File: config.mk
export PLATFORM = sky130hd
export DESIGN_NAME = can_frame_field_sequencer
export DESIGN_NICKNAME = d
export VERILOG_FILES = /design/src/rtl/can_frame_field_sequencer.sv
export SDC_FILE = /design/constraint.sdc
export NUM_CORES = 1
export LEC_CHECK = 0
export ABC_AREA = 1
export BUFFER_PORTS_ARGS = -buffer_cell sky130_fd_sc_hd__buf_2
export CORE_UTILIZATION = 60
export CTS_CLUSTER_DIAMETER = 40
export DETAILED_ROUTE_END_ITERATION = 7
export GPL_TIMING_DRIVEN = 1
export PLACE_DENSITY_LB_ADDON = 0.3
export SETUP_SLACK_MARGIN = 0.05
export SKIP_LAST_GASP = 1
export SLEW_MARGIN = 20
export SYNTH_ARGS = -nofsm -noshare
export SYNTH_HDL_FRONTEND = slang
export SYNTH_SLANG_ARGS = --single-unit
File: constraint.sdc
create_clock -name clk -period 5 [get_ports clk]
set_input_delay 0.25 -clock clk [delete_from_list [all_inputs] [get_ports clk]]
set_output_delay 0.25 -clock clk [all_outputs]
set_load 0.1 [all_outputs]
File: src/rtl/can_frame_field_sequencer.sv
// can_frame_field_sequencer: tracks CAN 2.0A/2.0B field position and drives per-field checker enables.
module can_frame_field_sequencer #(
  parameter int IDLE_RECESSIVE = 11,
  parameter int MAX_DATA_BYTES = 8
) (
  input  logic       clk,
  input  logic       reset,
  input  logic       sample_en,
  input  logic       rx_bit,
  input  logic       stuff_bit,
  input  logic       error_in,
  output logic [3:0] field,
  output logic       eof_flag_n,
  output logic       stuff_chk_en,
  output logic       crc_chk_en,
  output logic       ack_slot,
  output logic       ide,
  output logic       rtr,
  output logic [3:0] dlc,
  output logic       frame_done
);
  typedef enum logic [4:0] {
    S_INTEG, S_IDLE, S_SOF, S_ID_A, S_SRR_RTR, S_IDE, S_ID_B, S_RTR_X, S_RES,
    S_DLC, S_DATA, S_CRC, S_CRCDEL, S_ACK, S_ACKDEL, S_EOF, S_IFS
  } state_t;
  state_t     r_state, w_nxt;
  logic [4:0] r_cnt, w_cnt, w_len;
  logic [2:0] r_byte, w_byte;
  logic [3:0] w_dlc_sh, w_nb, w_nb_sh, w_dlc;
  logic       w_ide, w_rtr, w_done, w_last, w_stf_zone, w_byte_end;
  assign w_dlc_sh   = {dlc[2:0], rx_bit};
  assign w_nb       = dlc > 4'(MAX_DATA_BYTES) ? 4'(MAX_DATA_BYTES) : dlc;
  assign w_nb_sh    = w_dlc_sh > 4'(MAX_DATA_BYTES) ? 4'(MAX_DATA_BYTES) : w_dlc_sh;
  assign w_stf_zone = r_state >= S_ID_A && r_state <= S_CRC;
  // Field length minus one; DATA is tracked as bit-in-byte plus byte index.
  assign w_len = r_state == S_ID_A ? 5'd10 :
                 r_state == S_ID_B ? 5'd17 :
                 r_state == S_RES  ? {4'd0, ide} :
                 r_state == S_DLC  ? 5'd3  :
                 r_state == S_CRC  ? 5'd14 :
                 r_state == S_EOF  ? 5'd6  :
                 r_state == S_IFS  ? 5'd2  : 5'd0;
  assign w_byte_end = r_state == S_DATA && r_cnt == 5'd7;
  assign w_last = r_state == S_DATA ? w_byte_end && r_byte == 3'(w_nb - 4'd1) : r_cnt == w_len;
  always_comb begin
    w_nxt  = r_state;
    w_cnt  = r_cnt;
    w_byte = r_byte;
    w_ide  = ide;
    w_rtr  = rtr;
    w_dlc  = dlc;
    w_done = 1'b0;
    if (sample_en) begin
      if (error_in && r_state != S_INTEG && r_state != S_IDLE) begin
        w_nxt  = S_INTEG;
        w_cnt  = 5'd0;
        w_byte = 3'd0;
      end else if (r_state == S_INTEG) begin
        w_cnt = rx_bit ? r_cnt + 5'd1 : 5'd0;
        if (rx_bit && r_cnt == 5'(IDLE_RECESSIVE - 1)) begin
          w_nxt = S_IDLE;
          w_cnt = 5'd0;
        end
      end else if ((r_state == S_IDLE || r_state == S_IFS) && !rx_bit) begin
        w_nxt  = S_ID_A;
        w_cnt  = 5'd0;
        w_byte = 3'd0;
        w_ide  = 1'b0;
        w_rtr  = 1'b0;
        w_dlc  = 4'd0;
      end else if (r_state != S_IDLE && !(stuff_bit && w_stf_zone)) begin
        w_cnt  = (w_last || w_byte_end) ? 5'd0 : r_cnt + 5'd1;
        w_byte = (w_byte_end && !w_last) ? r_byte + 3'd1 : (r_state == S_DATA && !w_last ? r_byte : 3'd0);
        w_rtr  = (r_state == S_SRR_RTR || r_state == S_RTR_X) ? rx_bit : rtr;
        w_ide  = r_state == S_IDE ? rx_bit : ide;
        w_dlc  = r_state == S_DLC ? w_dlc_sh : dlc;
        w_done = r_state == S_IFS && w_last;
        if (w_last)
          case (r_state)
            S_ID_A:    w_nxt = S_SRR_RTR;
            S_SRR_RTR: w_nxt = S_IDE;
            S_IDE:     w_nxt = rx_bit ? S_ID_B : S_RES;
            S_ID_B:    w_nxt = S_RTR_X;
            S_RTR_X:   w_nxt = S_RES;
            S_RES:     w_nxt = S_DLC;
            S_DLC:     w_nxt = (rtr || w_nb_sh == 4'd0) ? S_CRC : S_DATA;
            S_DATA:    w_nxt = S_CRC;
            S_CRC:     w_nxt = S_CRCDEL;
            S_CRCDEL:  w_nxt = S_ACK;
            S_ACK:     w_nxt = S_ACKDEL;
            S_ACKDEL:  w_nxt = S_EOF;
            S_EOF:     w_nxt = S_IFS;
            default:   w_nxt = S_IDLE;
          endcase
      end
    end
  end
  always_ff @(posedge clk or posedge reset) begin
    if (reset) begin
      r_state      <= S_INTEG;
      r_cnt        <= 5'd0;
      r_byte       <= 3'd0;
      field        <= 4'd0;
      eof_flag_n   <= 1'b1;
      stuff_chk_en <= 1'b0;
      crc_chk_en   <= 1'b0;
      ack_slot     <= 1'b0;
      ide          <= 1'b0;
      rtr          <= 1'b0;
      dlc          <= 4'd0;
      frame_done   <= 1'b0;
    end else begin
      r_state      <= w_nxt;
      r_cnt        <= w_cnt;
      r_byte       <= w_byte;
      field        <= w_nxt == S_IFS ? 4'd1 : w_nxt[3:0];
      eof_flag_n   <= w_nxt != S_EOF;
      stuff_chk_en <= w_nxt >= S_ID_A && w_nxt <= S_CRC;
      crc_chk_en   <= w_nxt == S_CRCDEL;
      ack_slot     <= w_nxt == S_ACK;
      ide          <= w_ide;
      rtr          <= w_rtr;
      dlc          <= w_dlc;
      frame_done   <= w_done;
    end
  end
endmodule

==> results by group, run 1 <==
Yosys
  • Synth area leader: dfrtp_1
  • Netlist cell types: 37
  • Syn nets: 270
  • Mux contribution to synthesized area: 0%
  • Count leader, synth: nand2_1
  • FFs w/ async S/R, synth: 100.0%
  • Post-synth top area share: 34.91%
  • Post-synth EDFFs: 0
  • Mapped Cells: 260
  • Most used DFF post-synth: dfrtp_1
  • Synth Register Bits: 28
  • Complex-gate fraction of the synthesized area: a little under an eighth
  • XOR/XNOR share of the synthesized area: 3.620%
  • Synth Area in Adders: 2.586%
  • Synth warnings: 0
  • Synth top cells by count: 58 x nand2_1, 31 x nand3_1, 28 x nor2_1, 27 x dfrtp_1, 27 x inv_1
  • Post-synthesis simple-gate area fraction: 38.01%
  • Synth Cell Area: 1936 µm²
  • Sequential-to-total area share from yosys stat: 36.26%
  • Main combinational cell family by area after synthesis: simple AND/OR/NAND/NOR gates
  • Post-synthesis average cell area: 7.445 µm²
  • Largest cells by area after synthesis: dfrtp_1 35%, nand2_1 11%, nand3_1 8.0%

Cells and area
  • Synthesis-to-layout area growth: 9.632%
  • Share of cells above drive strength 1: 21.00%
  • Final Cell Area: 2122 µm²
  • Final non-filler cell total: 325
  • Antenna Cells: 0
  • Nets: between 200 and 300

Clock tree
  • TritonCTS clock tree: built
  • Clock transition at the registers of the reported paths: 0.16 ns
  • Post-CTS Setup Bufs: 0
  • Resized cells post-CTS: 0
  • Max clock buf depth: 2
  • Worst-Skew Late Latency: 0.34 ns
  • Clock Sinks: 28
  • Clock root cell: clkbuf_4
  • Num CTS Buffers: 3
  • H-tree levels: 1

Detailed routing
  • Post-detailed-route count of antenna-violating nets: 0
  • Initial drt markers: 98
  • Vias per inst: between 5 and 6
  • Routed wire length: 4405 µm
  • Via Count: 1777
  • Drt pass-1 iters: 4
  • DRC errors left: 0
  • Per-cell routed wire length: roughly 14 µm

STA
  • Crit share post-route: 47.48%
  • Final setup viols: 0
  • Setup TNS: 0 ns
  • Final WS setup: 2.626 ns
  • Rel. slew slack: 62.23%
  • Tmin final: 2.374 ns
  • Worst slew pin tran: 0.5657 ns
  • Minimum hold slack: 0.2585 ns
  • Count of pins over their slew limit: 0
  • Fmax: 0.4212 GHz
  • Clock Skews: about 0.0015 ns
  • Fin. Hold Viols: 0
  • RSZ-0062 raised after global routing: no

Floorplanning
  • Die outline area: 3457 µm²
  • Ports: 21
  • FP Rows: 20
  • Starting density of the core: 63.40%
  • Chip Height: a little under 60 µm
  • Core area: roughly 3000 µm²
  • Die Wd: slightly below 60 µm

Pwr
  • Pwr dens: 727.9 nW/µm²
  • VDD IR max: 0.4830 mV
  • Static Leak: 1.104 nW

Worst setup path
  • R2r worst-path depth: 16
  • Worst EP arrival: 2.63 ns
  • CP endpoint kind: flop
  • Worst EP required: 5.25 ns
  • FF-to-FF End: field[0]$_DFF_PP0_
  • Largest fanout on the critical path: 7
  • Worst R2R Setup Slack: between 2 and 3 ns
  • Worst r2r src: dlc[0]$_DFFE_PP0P_
  • Setup crit end: field[0]$_DFF_PP0_
  • Setup crit start: dlc[0]$_DFFE_PP0P_
  • CP Class: reg2reg
  • CP Launch Type: flop

Placement
  • GPL Wtd Cong: around 0.97
  • Post-Place Worst Slack: 2.665 ns
  • Dpl cells: 320
  • Dpl cell area: a little over 2000 µm²
  • I/O Buffers: 20
  • Dpl hpwl: between 3000 and 4000 µm

Hold path
  • Hold-critical path depth: 2
  • Hold Path Class: in2reg

Run
  • Max-cap violation count: 0

Global routing
  • GRT Total Usage: 29.16%
  • First-pass GRT wire length: 7583 µm
  • Grt total ovfl: 0
  • Vias in the first global route: 1690
  • Number of antenna violations at the first check in global routing: 0
  • Largest net degree at the start of global routing: 29

Run status
  • Status: completed
[placed cells by master (no fill, tap or decap), types with 2 or more instances in the layout]
cell type	count
o21ai_0	11
nor3_4	2
buf_2	20
dfrtp_1	27
nor2_1	28
o221ai_1	2
o211ai_1	2
inv_2	7
nand3_2	2
inv_1	26
xnor2_1	2
o21ai_1	4
xor2_1	6
ha_1	4
nand2_4	3
nor2_2	2
clkbuf_4	3
nand3_1	31
nand2_1	58
nand2_2	11
nand4_1	5
o31ai_1	2
nor2_4	2
a21oi_1	7
[routing by layer]
layer / GRT usage [%] / part of all wire, %
met5: 0 / 0
met4: 14.63 / 3.4
met3: 5.055 / 6.6
met2: 44.81 / 45
met1: 39.50 / 45
[how the worst min path moves through the flow]
stage	from	slack (ns)	endpoint
6_report	sample_en	0.26	r_state[4]$_DFF_PP0_
4_1_cts	reset	0.16	ack_slot$_DFF_PP0_
3_3_place_gp	rtr$_DFFE_PP0P_	0.49	rtr$_DFFE_PP0P_
5_1_grt	sample_en	0.27	r_state[4]$_DFF_PP0_
2_1_floorplan	reset	0.31	ack_slot$_DFF_PP0_
3_5_place_dp	rtr$_DFFE_PP0P_	0.50	rtr$_DFFE_PP0P_
[cell type report]
| type | instances | area, µm² |
|---|---|---|
| Timing Repair Buffer | 21 | 110.1 |
| Sequential cell | 28 | 701.9 |
| Fill cell | 267 | 930.9 |
| Tap cell | 44 | 55.05 |
| Inverter | 34 | 127.6 |
| Clock inverter | 1 | 30.03 |
| Clock buffer | 3 | 22.52 |
| Multi-Input combinational cell | 194 | 1075 |
[timing repair]
item | 4_1_cts | 5_1_grt
endpoints found under the setup margin | 0 | 0
endpoints found under the hold margin | 0 | 27
hold buffers | 0 | 1
[kinds of logic after synthesis]
kind of cell,after synthesis
AO/OA/AOI/OAI,34
adder cells (fa/ha/maj),4
XOR/XNOR,8
flip-flops,28
AND/OR/NAND/NOR,148
buffers and inverters,38
[power breakdown]
part / total, mW / leakage (nW) / internal [mW] / switching [mW]
clock: 0.153 / 0.0279 / 0.0812 / 0.0717
combinational: 1.02 / 0.715 / 0.242 / 0.775
sequential: 0.374 / 0.361 / 0.292 / 0.0819
[per-stage QoR]
stage	utilization (%)	total power [mW]
after detailed placement	67.46	1.388
after global placement	67.46	1.374
after global routing	69.51	1.650
after CTS	69.18	1.541
final	69.51	1.545
after floorplan	-	1.226
[registers in the layout, indices dropped and copies added, names as in the netlist, 3 cells and up]
register  flops
r_cnt         5
r_state       5
field         4
dlc           4
r_byte        3
[critical path: stages, from the launching register on]
cell	delay (ns)
dfrtp_1	0.45
nor2_1	0.12
nand2_1	0.07
nand2_1	0.07
nand2_1	0.09
ha_1	0.22
xnor2_1	0.17
xor2_1	0.16
nand4_1	0.18
nand2_4	0.16
nand3_1	0.09
nand3_1	0.09
nand2_1	0.09
nand2_2	0.10
clkinv_1	0.10
nand3_1	0.09
nand2_1	0.05
Power figures use the tool's default switching activity.
==> run 2, diff against run 1 <==
CORE_UTILIZATION = 58   (was 60)
clock period = 2.2 ns   (was 5 ns; I/O delays follow)
==> results by group, run 2 (synthesis results as in run 1) <==
Detailed routing
  • Per-cell routed wire length: 15.07 µm (+11%)
  • Via Count: 2027 (+14%)
  • DRC errors left: 0 (unchanged)
  • Initial drt markers: 135 (+38%)
  • Drt pass-1 iters: 4 (unchanged)
  • Vias per inst: 5.493 (+0.47%)
  • Post-detailed-route count of antenna-violating nets: 0 (unchanged)
  • Routed wire length: 5560 µm (+26%)

Worst setup path
  • CP endpoint kind: flop
  • CP Class: reg2reg
  • Worst EP required: 2.51 ns (-2.74 ns)
  • Largest fanout on the critical path: 7 (unchanged)
  • CP Launch Type: flop
  • Worst EP arrival: 2.75 ns (+0.12 ns)

STA
  • Clock Skews: 0.008506 ns (+0.007052 ns)
  • Fin. Hold Viols: 0 (unchanged)
  • RSZ-0062 raised after global routing: yes
  • Count of pins over their slew limit: 0 (unchanged)
  • Fmax: 0.4094 GHz (-2.8%)
  • Tmin final: 2.442 ns (+0.06833 ns)
  • Final WS setup: -0.2425 ns (-2.868 ns)
  • Crit share post-route: 111.0% (+64 points)
  • Final setup viols: 16 (+16)
  • Worst slew pin tran: 0.4947 ns (-0.07100 ns)
  • Rel. slew slack: 67.25% (+5.0 points)

Global routing
  • Vias in the first global route: 1906 (+13%)
  • GRT Total Usage: 32.48% (+3.3 points)
  • Grt total ovfl: 0 (unchanged)
  • Number of antenna violations at the first check in global routing: 0 (unchanged)
  • First-pass GRT wire length: 8369 µm (+10%)
  • Largest net degree at the start of global routing: 29 (unchanged)

Cells and area
  • # fillers: 231 (-13%)
  • Commonest non-fill, non-tap cell in the layout: nand2_1
  • Synthesis-to-layout area growth: 33.23%
  • Util after Layout: 83.10% (+14 points)
  • Share of cells above drive strength 1: 39.08% (+18 points)
  • Most frequent cells in the layout: 52 x nand2_1, 43 x buf_4, 30 x nand3_1, 25 x inv_1, 25 x nor2_1
  • Top flop regs: r_cnt x5, r_state x5
  • Final Cell Area: 2579 µm² (+22%)
  • Antenna Cells: 0 (unchanged)
  • Nets: 336 (+15%)
  • Final non-filler cell total: 369 (+14%)

Pwr
  • Static Leak: 1.337 nW (+21%)
  • Switching share of power: 56.22% (-3.9 points)
  • Power share of the combinational group: 73.5% (+7.6 points)
  • Pwr dens: 1727 nW/µm² (+140%)
  • Clock power share: 7.8% (-2.1 points)
  • Seq pwr share: 18.7% (-5.5 points)
  • VDD IR max: 1.111 mV (+130%)
  • Pint: 1.949 mW (+220%)
  • NetSw: 2.504 mW (+170%)

Placement
  • Dpl hpwl: 4002 µm (+17%)
  • GPL Wtd Cong: 1.040 (+7.4%)
  • Dpl cell area: 2357 µm² (+14%)
  • Dpl cells: 356 (+11%)
  • I/O Buffers: 20 (unchanged)

Hold path
  • Hold Path Class: in2reg

Clock tree
  • Max clock buf depth: 2 (unchanged)
  • Worst-Skew Late Latency: 0.35 ns (about the same)
  • Clock transition at the registers of the reported paths: 0.16 ns (about the same)
  • Clock Sinks: 28 (unchanged)
  • H-tree levels: 1 (unchanged)
  • Num CTS Buffers: 3 (unchanged)
  • Clock root cell: clkbuf_4
  • TritonCTS clock tree: built

Floorplanning
  • FP Rows: 20 (unchanged)
  • Chip Height: 59.77 µm (+1.7%)
  • Die outline area: 3572 µm² (+3.3%)
  • Starting density of the core: 62.38% (-1.0 points)
  • Core area: 3103 µm² (+1.6%)
  • Ports: 21 (unchanged)
  • Die Wd: 59.77 µm (+1.7%)

Run status
  • Status: finished, violations left
  • Failing checks: setup timing

Run
  • Max-cap violation count: 0 (unchanged)
-- run 2: changes by cell type in the layout (fill, tap and decap cells not counted), sizes merged --
cell / delta
buf: +44
-- run 2: critical path: stages (launching register included) --
cell	delay (ns)
dfrtp_4	0.50
nor2_2	0.10
nand2_1	0.07
nand2_1	0.07
nand2_1	0.07
ha_2	0.19
xnor2_2	0.16
xor2_1	0.16
nand4_1	0.17
nand2_4	0.17
nand2_4	0.09
nand2_4	0.07
nand2_4	0.06
a21oi_4	0.22
nand2_2	0.10
nor2_1	0.13
nand2_1	0.06
-- run 2: layer usage --
metal  GRT usage [%]  wire length [µm]
met1           41.57              2180
met5               0                 0
met3           4.329               438
met2           52.38              2720
met4           18.94               222
-- run 2: repair_timing --
item / CTS / global route
hold buffers: 1 / 0
pin swaps: 1 / 7
gates resized for setup: 6 / 22
hold endpoints to repair: 27 / 0
setup buffers: 3 / 5
endpoints found under the setup margin: 13 / 26
-- run 2: worst paths after layout --
kind                                    start               endpoint  slack (ns)  cells past startpoint
min in group asynchronous               reset  r_byte[1]$_DFFE_PP0P_        0.33                      4
hold / removal                      sample_en   r_state[4]$_DFF_PP0_        0.18                      3
hold reg to reg               ide$_DFFE_PP0P_        ide$_DFFE_PP0P_        0.57                      2
setup / recovery           dlc[1]$_DFFE_PP0P_   eof_flag_n$_DFF_PP1_       -0.24                     16
setup reg to reg           dlc[1]$_DFFE_PP0P_   eof_flag_n$_DFF_PP1_       -0.24                     16
max in group asynchronous               reset   eof_flag_n$_DFF_PP1_        1.55                      4
-- run 2: power groups by stage --
| stage | clock (mW) | combinational [mW] | sequential (mW) |
|---|---|---|---|
| after floorplan | 0 | 1.33 | 1.52 |
| after global placement | 0 | 2.74 | 0.829 |
| after detailed placement | 0 | 2.77 | 0.830 |
| after CTS | 0.351 | 2.88 | 0.819 |
| after global routing | 0.366 | 3.47 | 0.853 |
| final | 0.349 | 3.27 | 0.832 |
-- run 2: per-stage QoR --
step	TNS, ns	setup WS [ns]	total power, mW	hold WS, ns
finish	-1.738	-0.2425	4.453	0.1751
global route	-4.267	-0.3815	4.686	0.2018
global placement	-0.1382	-0.03531	3.569	0.1802
detailed placement	-0.5602	-0.1169	3.599	0.1907
CTS	-0.6440	-0.1243	4.053	0.1401
floorplan	-0.6997	-0.1530	2.850	0.1747
-- run 2: final cells by class --
type / instances / area, µm² / area share [%]
Tap cell: 44 / 55.05 / 2.135
Clock buffer: 3 / 22.52 / 0.8734
Clock inverter: 1 / 30.03 / 1.164
Inverter: 34 / 131.4 / 5.095
Multi-Input combinational cell: 194 / 1179 / 45.71
Sequential cell: 28 / 716.9 / 27.80
Timing Repair Buffer: 65 / 444.2 / 17.22
==> run 3, diff against run 2 <==
REMOVE_ABC_BUFFERS = 1   (was not set)
==> results by group, run 3 (synthesis results as in run 1) <==
Run status
  • Status: finished, violations left
  • Failing checks: setup timing

STA
  • Worst slew pin tran: 0.4624 ns (-0.03236 ns)
  • Rel. slew slack: 68.79% (+1.5 points)
  • Final setup viols: 12 (-4)
  • Clock Skews: 0.008665 ns (+0.0001586 ns)
  • Fin. Hold Viols: 0 (unchanged)
  • Fmax: 0.4288 GHz (+4.7%)
  • Setup TNS: -1.006 ns (+0.7318 ns)
  • Crit share post-route: 106.0% (-5.0 points)
  • Minimum hold slack: 0.1936 ns (+0.01847 ns)
  • Count of pins over their slew limit: 0 (unchanged)
  • RSZ-0062 raised after global routing: yes
  • Tmin final: 2.332 ns (-0.1104 ns)
  • Final WS setup: -0.1321 ns (+0.1104 ns)

Cells and area
  • # fillers: 200 (-13%)
  • Commonest non-fill, non-tap cell in the layout: nand2_1
  • Util after Layout: 80.12% (-3.0 points)
  • Area of the multi-input gates: 1171 µm² (-0.64%)
  • Final non-filler cell total: 358 (-3.0%)
  • Top flop regs: r_cnt x5, r_state x5
  • Seq. cell area: 704.4 µm² (-1.7%)
  • Synthesis-to-layout area growth: 28.44%
  • Most frequent cells in the layout: 52 x nand2_1, 31 x buf_4, 29 x nand3_1
  • Antenna Cells: 0 (unchanged)
  • Share of cells above drive strength 1: 35.67% (-3.4 points)
  • Nets: 325 (-3.3%)

Floorplanning
  • Starting density of the core: 62.38% (unchanged)
  • FP Rows: 20 (unchanged)
  • Die outline area: 3572 µm² (unchanged)
  • Chip Height: 59.77 µm (unchanged)
  • Core area: 3103 µm² (unchanged)
  • Die Wd: 59.77 µm (unchanged)
  • Ports: 21 (unchanged)

Clock tree
  • Max clock buf depth: 2 (unchanged)
  • Num CTS Buffers: 3 (unchanged)
  • Clock Sinks: 28 (unchanged)
  • Clock root cell: clkbuf_4
  • TritonCTS clock tree: built
  • Clock transition at the registers of the reported paths: 0.17 ns (about the same)
  • Worst-Skew Late Latency: 0.34 ns (about the same)
  • H-tree levels: 1 (unchanged)

Worst setup path
  • Crit path depth: 15 (-1)
  • Setup crit end: r_state[4]$_DFF_PP0_
  • CP endpoint kind: flop
  • Most used cell, CP: buf_4
  • Largest fanout on the critical path: 6 (-1)
  • Crit path max-delay family: simple AND/OR/NAND/NOR gates
  • CP Launch Type: flop
  • Worst R2R Setup Slack: -0.13 ns (+0.11 ns)
  • FF-to-FF End: r_state[4]$_DFF_PP0_
  • Setup crit start: dlc[0]$_DFFE_PP0P_
  • Worst r2r src: dlc[0]$_DFFE_PP0P_
  • Worst EP required: 2.46 ns (-0.05 ns)
  • Largest incremental delay on the critical path: 0.41 ns (-0.09 ns)
  • Max stage delay cell, worst path: dfrtp_1
  • Cells along the critical path: nor2_1, nand2_1, nand2_2, nand2_2, ha_4, xnor2_2, xor2_1, nand4_1, nand2_4, buf_4, nand2_1, nand4_1, o21ai_2, buf_4, buf_4
  • CP Class: reg2reg
  • Worst EP arrival: 2.60 ns (-0.15 ns)
  • Buffers & Inverters on Critical Path: 3 (+3)
  • R2r worst-path depth: 15 (-1)

Global routing
  • GRT Total Usage: 29.20% (-3.3 points)
  • Vias in the first global route: 1759 (-7.7%)
  • First-pass GRT wire length: 7845 µm (-6.3%)
  • Largest net degree at the start of global routing: 29 (unchanged)
  • Grt total ovfl: 0 (unchanged)
  • Number of antenna violations at the first check in global routing: 0 (unchanged)

Run
  • Max-cap violation count: 0 (unchanged)

Detailed routing
  • DRC errors left: 0 (unchanged)
  • Routed wire length: 5700 µm (+2.5%)
  • Via Count: 2097 (+3.5%)
  • Per-cell routed wire length: 15.92 µm (+5.7%)
  • Vias per inst: 5.858 (+6.6%)
  • Drt pass-1 iters: 7 (+3)
  • Post-detailed-route count of antenna-violating nets: 0 (unchanged)
  • Initial drt markers: 189 (+40%)

Placement
  • I/O Buffers: 20 (unchanged)
  • Dpl hpwl: 3503 µm (-12%)
  • Dpl cells: 342 (-3.9%)
  • GPL Wtd Cong: 0.9861 (-5.2%)

Hold path
  • Hold Path Class: in2reg
  • HP Start: sample_en
==> run 3: cell count changes in the layout (fill, tap and decap cells not counted), moves of 2 or more <==
cell / change
dfrtp_1: +4
o21ai_1: +3
nand2_4: -3
nand2_2: +3
dfrtp_4: -3
o21ai_0: -2
buf_4: -12
==> run 3: tightest hold or removal path: stages <==
cell,delay [ns]
buf_2,0.16
o21ai_2,0.11
nand3_1,0.10
nand2_1,0.04
==> run 3: worst min-delay path by stage <==
stage | cells after the start | to | slack [ns]
after floorplan | 1 | ack_slot$_DFF_PP0_ | 0.17
after global placement | 3 | field[2]$_DFF_PP0_ | 0.18
after detailed placement | 3 | frame_done$_DFF_PP0_ | 0.20
after CTS | 4 | eof_flag_n$_DFF_PP1_ | 0.15
after global routing | 4 | field[0]$_DFF_PP0_ | 0.19
final | 4 | field[0]$_DFF_PP0_ | 0.19
==> run 3: timing repair <==
action                                  in CTS  in global routing
setup buffers                                4                  7
endpoints found under the hold margin       27                  0
resized for setup                            9                 22
endpoints found under the setup margin      12                 27
pin swaps                                   13                 12
hold buffers                                 1                  0
==> run 3: area by class of cell <==
type	count	share of cell area, %
clock inverters	1	1.208
inverters	34	5.184
multi-input cells	194	47.11
flip-flops and latches	28	28.33
clock buffers	3	0.9059
repair buffers	54	15.05
well taps	44	2.214
==> run 3: metal layers <==
metal,up-vias,share of wire (%),GRT usage (%)
met5,-,0,0
met4,0,4.4,6.977
met3,38,8.0,4.113
met2,133,49,48.10
met1,963,39,40.47
li1,963,-,-
==> run 3: through the flow <==
step                      instance area, µm²  worst slack [ns]
final                                   2486           -0.1321
after floorplan                         1904           -0.5485
after global routing                    2486           -0.3024
after CTS                               2341          -0.05486
after detailed placement                2225          -0.04920
after global placement                  2225           0.01620
Power of run 3 is left out: the tool's default activity adds up to more than one toggle a clock period on the data nets, which glitch-free logic cannot reach.
